<file path="config.mk">
export PLATFORM = sky130hd
export DESIGN_NAME = lsu_ctrl
export DESIGN_NICKNAME = d
export VERILOG_FILES = /design/src/rtl/lsu_ctrl.sv
export SDC_FILE = /design/constraint.sdc
export NUM_CORES = 1
export LEC_CHECK = 0
export ABC_AREA = 1
export CORE_ASPECT_RATIO = 1.1
export CORE_MARGIN = 8
export CORE_UTILIZATION = 44
export CTS_CLUSTER_DIAMETER = 30
export CTS_CLUSTER_SIZE = 14
export DETAILED_ROUTE_END_ITERATION = 16
export PLACE_DENSITY = 0.8
export SLEW_MARGIN = 15
export SYNTH_ARGS = -nofsm -noshare
export SYNTH_HDL_FRONTEND = slang
export SYNTH_SLANG_ARGS = --single-unit
</file>
<file path="constraint.sdc">
create_clock -name clk -period 2.3 [get_ports clk]
set_clock_uncertainty 0.15 [all_clocks]
set_input_delay 0.23 -clock clk [delete_from_list [all_inputs] [get_ports clk]]
set_output_delay 0.23 -clock clk [all_outputs]
set_load 0.01 [all_outputs]
</file>
<file path="src/rtl/lsu_ctrl.sv">
// Load/store unit control: turns an ALU-computed effective address and rs2
// into one req/gnt/rvalid transaction on the data bus, then returns the
// sign/zero-extended load result to writeback. One op in flight at a time.
module lsu_ctrl #(
  parameter int D_WIDTH = 32,
  parameter int TIMEOUT = 16,
  parameter int TO_W    = 5
) (
  input  logic               clk,
  input  logic               rst,
  input  logic               op_valid,
  input  logic               is_load,
  input  logic               is_store,
  input  logic [2:0]         funct3,
  input  logic [D_WIDTH-1:0] addr,
  input  logic [D_WIDTH-1:0] wdata,
  output logic               mem_req,
  output logic               mem_we,
  output logic [D_WIDTH-1:0] mem_addr,
  output logic [3:0]         mem_be,
  output logic [D_WIDTH-1:0] mem_wdata,
  input  logic               mem_gnt,
  input  logic               mem_rvalid,
  input  logic [D_WIDTH-1:0] mem_rdata,
  output logic               busy,
  output logic               done,
  output logic               err,
  output logic [D_WIDTH-1:0] rdata
);

  typedef enum logic [2:0] {
    S_IDLE,
    S_REQ,
    S_WAIT,
    S_DONE,
    S_ERR
  } state_t;

  // funct3 encodings for access size and signedness
  localparam logic [2:0] F3_B  = 3'b000;
  localparam logic [2:0] F3_H  = 3'b001;
  localparam logic [2:0] F3_W  = 3'b010;
  localparam logic [2:0] F3_BU = 3'b100;
  localparam logic [2:0] F3_HU = 3'b101;

  localparam logic [TO_W-1:0] TO_LAST = TO_W'(TIMEOUT - 1);

  state_t          state;
  logic [TO_W-1:0] cnt;
  logic            is_load_q;
  logic [2:0]      f3_q;
  logic [1:0]      off_q;

  // Decode of the op presented in IDLE
  logic               fault;
  logic [3:0]         acc_be;
  logic [D_WIDTH-1:0] acc_wdata;

  // Shift the addressed lane down to bit 0 and extend it to a full word.
  function automatic logic [D_WIDTH-1:0] load_ext(
    input logic [D_WIDTH-1:0] word,
    input logic [1:0]         off,
    input logic [2:0]         f3
  );
    logic [D_WIDTH-1:0] s;
    logic [D_WIDTH-1:0] r;
    s = word >> {off, 3'b000};
    case (f3)
      F3_B:    r = {{(D_WIDTH-8){s[7]}}, s[7:0]};
      F3_BU:   r = {{(D_WIDTH-8){1'b0}}, s[7:0]};
      F3_H:    r = {{(D_WIDTH-16){s[15]}}, s[15:0]};
      F3_HU:   r = {{(D_WIDTH-16){1'b0}}, s[15:0]};
      default: r = word;
    endcase
    return r;
  endfunction

  // Classify the incoming op and precompute its bus lane enables and store data
  always_comb begin
    // NOTE: every always_comb output gets a default first so no path can infer a latch.
    fault     = 1'b0;
    acc_be    = 4'b1111;
    acc_wdata = wdata;

    if (is_load == is_store) fault = 1'b1;
    if (funct3 == 3'b011 || funct3 == 3'b110 || funct3 == 3'b111) fault = 1'b1;
    if (is_store && funct3[2]) fault = 1'b1;
    if (funct3[1:0] == 2'b01 && addr[0]) fault = 1'b1;
    if (funct3 == F3_W && addr[1:0] != 2'b00) fault = 1'b1;

    case (funct3[1:0])
      2'b00: begin
        acc_be    = 4'b0001 << addr[1:0];
        acc_wdata = {4{wdata[7:0]}};
      end
      2'b01: begin
        acc_be    = 4'b0011 << addr[1:0];
        acc_wdata = {2{wdata[15:0]}};
      end
      default: begin
        acc_be    = 4'b1111;
        acc_wdata = wdata;
      end
    endcase
  end

  // Stall the core while a transaction is outstanding or an op is being accepted
  assign busy = (state == S_REQ) || (state == S_WAIT) || ((state == S_IDLE) && op_valid);

  // Transaction FSM with registered bus, pulse and result outputs
  always_ff @(posedge clk) begin
    if (!rst) begin
      state     <= S_IDLE;
      cnt       <= '0;
      is_load_q <= 1'b0;
      f3_q      <= 3'b000;
      off_q     <= 2'b00;
      mem_req   <= 1'b0;
      mem_we    <= 1'b0;
      mem_addr  <= '0;
      mem_be    <= 4'b0000;
      mem_wdata <= '0;
      done      <= 1'b0;
      err       <= 1'b0;
      rdata     <= '0;
    end else begin
      // NOTE: sequential state uses non-blocking assignments so every register
      // samples pre-edge values regardless of statement order.
      done <= 1'b0;
      err  <= 1'b0;

      unique case (state)
        S_IDLE: begin
          if (op_valid) begin
            is_load_q <= is_load;
            f3_q      <= funct3;
            off_q     <= addr[1:0];
            if (fault) begin
              state <= S_ERR;
              err   <= 1'b1;
            end else begin
              state     <= S_REQ;
              mem_req   <= 1'b1;
              mem_we    <= is_store;
              mem_addr  <= {addr[D_WIDTH-1:2], 2'b00};
              mem_be    <= acc_be;
              mem_wdata <= is_store ? acc_wdata : '0;
            end
          end
        end

        S_REQ: begin
          if (mem_gnt) begin
            mem_req <= 1'b0;
            if (!is_load_q) begin
              state <= S_DONE;
              done  <= 1'b1;
            end else if (mem_rvalid) begin
              rdata <= load_ext(mem_rdata, off_q, f3_q);
              state <= S_DONE;
              done  <= 1'b1;
            end else begin
              state <= S_WAIT;
              cnt   <= '0;
            end
          end
        end

        S_WAIT: begin
          if (mem_rvalid) begin
            rdata <= load_ext(mem_rdata, off_q, f3_q);
            state <= S_DONE;
            done  <= 1'b1;
          end else if (cnt == TO_LAST) begin
            state <= S_ERR;
            err   <= 1'b1;
          end else begin
            cnt <= cnt + TO_W'(1);
          end
        end

        S_DONE:  state <= S_IDLE;
        S_ERR:   state <= S_IDLE;
        default: state <= S_IDLE;
      endcase
    end
  end

endmodule

</file>
==> impl_summary.txt <==
----------------------------------------------------
[Run status]
  Status ... completed

[Synthesis]
  Adder and majority cell fraction of the synthesized area ... 0.00451
  Parity-gate share of the synthesized area counting xor and xnor cells ... 0.00158
  Top cell type by total area after synthesis ... sky130_fd_sc_hd__dfxtp_1
  Share of synthesized area occupied by flip-flops and latches ... 0.419
  Synthesized-area fraction occupied by and/or/nand/nor cells ... 0.278
  Post-synthesis cell count ... 842
  Main combinational cell family by area after synthesis ... simple AND/OR/NAND/NOR gates
  Cell types occupying the most area after synthesis ... sky130_fd_sc_hd__dfxtp_1 (42%), sky130_fd_sc_hd__nand2_1 (15%), sky130_fd_sc_hd__o21ai_0 (8.2%)
  Dominant register cell in the synthesized netlist ... sky130_fd_sc_hd__dfxtp_1
  Netlist area before placement ... between 0.005 and 0.006 mm^2
  Compound-gate portion of the synthesized area ... 0.193
  Library cells used by synthesis ... 27
  Register bit count reported by yosys ... 116
  Yosys warning total ... 0
  Most common cell in the netlist ... sky130_fd_sc_hd__nand2_1
  Yosys top cell area share ... 0.419
  Post-synthesis area per instance ... 6.59 um^2
  Async SR Flop Fraction ... 0
  Top post-synthesis cells by count ... sky130_fd_sc_hd__nand2_1 (217), sky130_fd_sc_hd__dfxtp_1 (116), sky130_fd_sc_hd__nor2_1 (114)
  Share of synthesized area spent on multiplexers ... 0
  Count of flip-flops with a built-in enable after synthesis ... 0

[STA]
  Setup-violating endpoint count in the final report ... 0
  Worst hold slack across all endpoints ... 215 ps
  Max Fclk ... 499 MHz
  Final min period ... 2010 ps
  Total Neg Setup Slack ... 0 ps
  Final count of pins violating max slew ... 0
  Unrepaired setup endpoints after global routing ... false
  Actual transition at the worst max-transition pin ... around 740 ps
  Final Hold Violating Endpoints ... 0
  Worst slew margin relative to its limit ... 0.504
  Fraction of the cycle the final worst path needs ... 0.872

[Die]
  Starting density of the core ... 0.444
  Die outline height ... ~130 um
  Die area ... 0.0165 mm^2
  Core Footprint ... 0.0125 mm^2
  Width of the chip ... 123 um
  Site row count ... 43
  # IOs ... 211

[GRT]
  Initial antenna violation count ... 0
  Overflow after GRT ... 0
  Wire length of the first global-routing pass ... 29700 um
  Vias in the first global route ... 5805
  Overall track demand over capacity in global routing ... 0.225
  Largest net degree at the start of global routing ... 69

[Min path]
  Type of the tightest min-delay check ... in -> reg
  Instance count along the most critical hold path ... 3

[Layout]
  Layout Area Growth over Synthesis ... 50.4%
  # diodes ... 0
  Area of all placed cells without fillers ... between 0.008 and 0.009 mm^2
  Net count of the finished layout ... 1149
  Combined area of the multi-input logic cells ... 0.00266 mm^2
  Filler cells ... 1118
  Layout cells sized above 1 ... 0.0702
  Final standard cell utilization of the core ... 0.668
  Sequential cell area in the final layout ... between 0.002 and 0.0025 mm^2

[Clock network]
  Count of clock tree sinks ... 116
  Clock latency on the worst-skew pair ... roughly 400 ps
  Clock tree from TritonCTS ... built
  Clock input transition at the sequential cells of the worst setup and hold paths ... 60 ps
  Number of CTS-inserted buffers ... 17
  Max Buffers Root-to-Sink ... 2
  H-Tree Level Count ... 4
  Clock Root Buffer ... sky130_fd_sc_hd__clkbuf_16

[Placed design]
  Number of buffer cells added on primary ports ... 208
  DP Wirelength ... between 10000 and 15000 um
  Final estimated routing congestion in global placement ... 0.871
  Placement Cell Area ... slightly below 0.008 mm^2

[Detailed routing]
  DRC violation count after routing ... 0
  Number of antenna-violating nets in the routed design ... 0
  Mean number of vias per cell ... 5.04
  Number of vias after detailed routing ... 6098
  Initial DRT Pass Iterations ... 5
  Wirelength, routed ... 18600 um
  Number of design-rule violations left by the first detailed-router iteration ... between 400 and 500
  Wire length per cell ... 15.3 um

[Power and ir drop]
  Ratio of total power to cell area ... approximately 680 mW/mm^2
  Leakage dissipation ... ~3.4 nW
  Max IR drop VDD ... 0.000370 V

[Setup path]
  Worst endpoint data arrival time ... 1630 ps
  Crit end category ... primary output
  Critical Path Start Type ... register
  Top fanout value on the critical path ... 6
  Cells on worst reg2reg path ... 8
  Required time of the worst setup path ... between 1500 and 2000 ps
  Category of the most critical setup path ... reg -> out

[Job]
  Max-Cap Viols ... 0

----------------------------------------------------
[critical path: stages, from the launching register on]
cell and delay, ps:
sky130_fd_sc_hd__dfxtp_1 330, sky130_fd_sc_hd__nor2_1 140, sky130_fd_sc_hd__nand2_1 150, sky130_fd_sc_hd__nor2_4 170, sky130_fd_sc_hd__inv_1 70, sky130_fd_sc_hd__nand3_1 70
sky130_fd_sc_hd__dlygate4sd2_1 290
[layer usage]
metal  vias up  share of wire  global-route usage
met5         -              0                   0
met4         0          0.024              0.0797
met3        47           0.11              0.0956
met2       248           0.47               0.364
met1      2708           0.39               0.258
li1       3095              -                   -
[worst paths after layout]
check / from / to / slack (ps)
setup / recovery: state[0] / busy / 290
hold reg to reg: mem_req / mem_req / 300
setup reg to reg: state[0] / mem_wdata[19] / 370
hold / removal: addr[22] / mem_addr[22] / 220
[state kept, by name, indices dropped and copies added, names as in the netlist]
name       flops
cnt            5
done           1
err            1
f3_q           3
is_load_q      1
mem_addr      30
mem_be         4
mem_req        1
mem_wdata     32
mem_we         1
off_q          2
rdata         32
state          3
[cell families after synthesis]
family	Yosys count
AO/OA/AOI/OAI	204
flip-flops	116
other	1
adder cells (fa/ha/maj)	2
buffers and inverters	133
AND/OR/NAND/NOR	385
XOR/XNOR	1
[stage by stage]
step                      instances  total power [W]  setup slack [ps]
after floorplan                 843          0.00269               647
after global routing           1211          0.00591               168
after global placement         1179          0.00314               112
final                          1211          0.00566               295
after detailed placement       1179          0.00315              35.8
after CTS                      1211          0.00568               263
[repair_timing]
item / 4_1_cts / 5_1_grt
resized for setup: 3 / 0
buffers inserted: 0 / 0
endpoints found under the setup margin: 1 / 0
hold buffers: 0 / 0
endpoints found under the hold margin: 0 / 0
[cell usage in the layout, fill, tap and decap left out, types with 3 or more instances in the layout]
master                            count
sky130_fd_sc_hd__nand2_1            217
sky130_fd_sc_hd__o21ai_1              4
sky130_fd_sc_hd__nor2_1             113
sky130_fd_sc_hd__o21ai_0             91
sky130_fd_sc_hd__clkinv_4             4
sky130_fd_sc_hd__clkdlybuf4s50_1    207
sky130_fd_sc_hd__nor3_1              16
sky130_fd_sc_hd__clkbuf_16           17
sky130_fd_sc_hd__a21oi_1             89
sky130_fd_sc_hd__inv_2                7
sky130_fd_sc_hd__buf_12               3
sky130_fd_sc_hd__inv_6                7
sky130_fd_sc_hd__inv_1               74
sky130_fd_sc_hd__buf_4               20
sky130_fd_sc_hd__nand2_2              3
sky130_fd_sc_hd__o211ai_1            12
sky130_fd_sc_hd__dfxtp_1            116
sky130_fd_sc_hd__a211oi_1             8
sky130_fd_sc_hd__nand4_1              3
sky130_fd_sc_hd__or2_2                5
sky130_fd_sc_hd__nand3_1             23
[cell type report]
cell class / instances / share of cell area
Multi-Input combinational cell: 594 / 0.319
Sequential cell: 116 / 0.278
Timing Repair Buffer: 231 / 0.275
Clock buffer: 17 / 0.0510
Inverter: 81 / 0.0364
Tap cell: 157 / 0.0235
Clock inverter: 15 / 0.0172
[power by group]
part | switching [W] | internal [W]
clock | 0.00102 | 0.00151
sequential | 0.0000497 | 0.00209
combinational | 0.000528 | 0.000458
No activity file was read; power rests on OpenSTA's default activity.
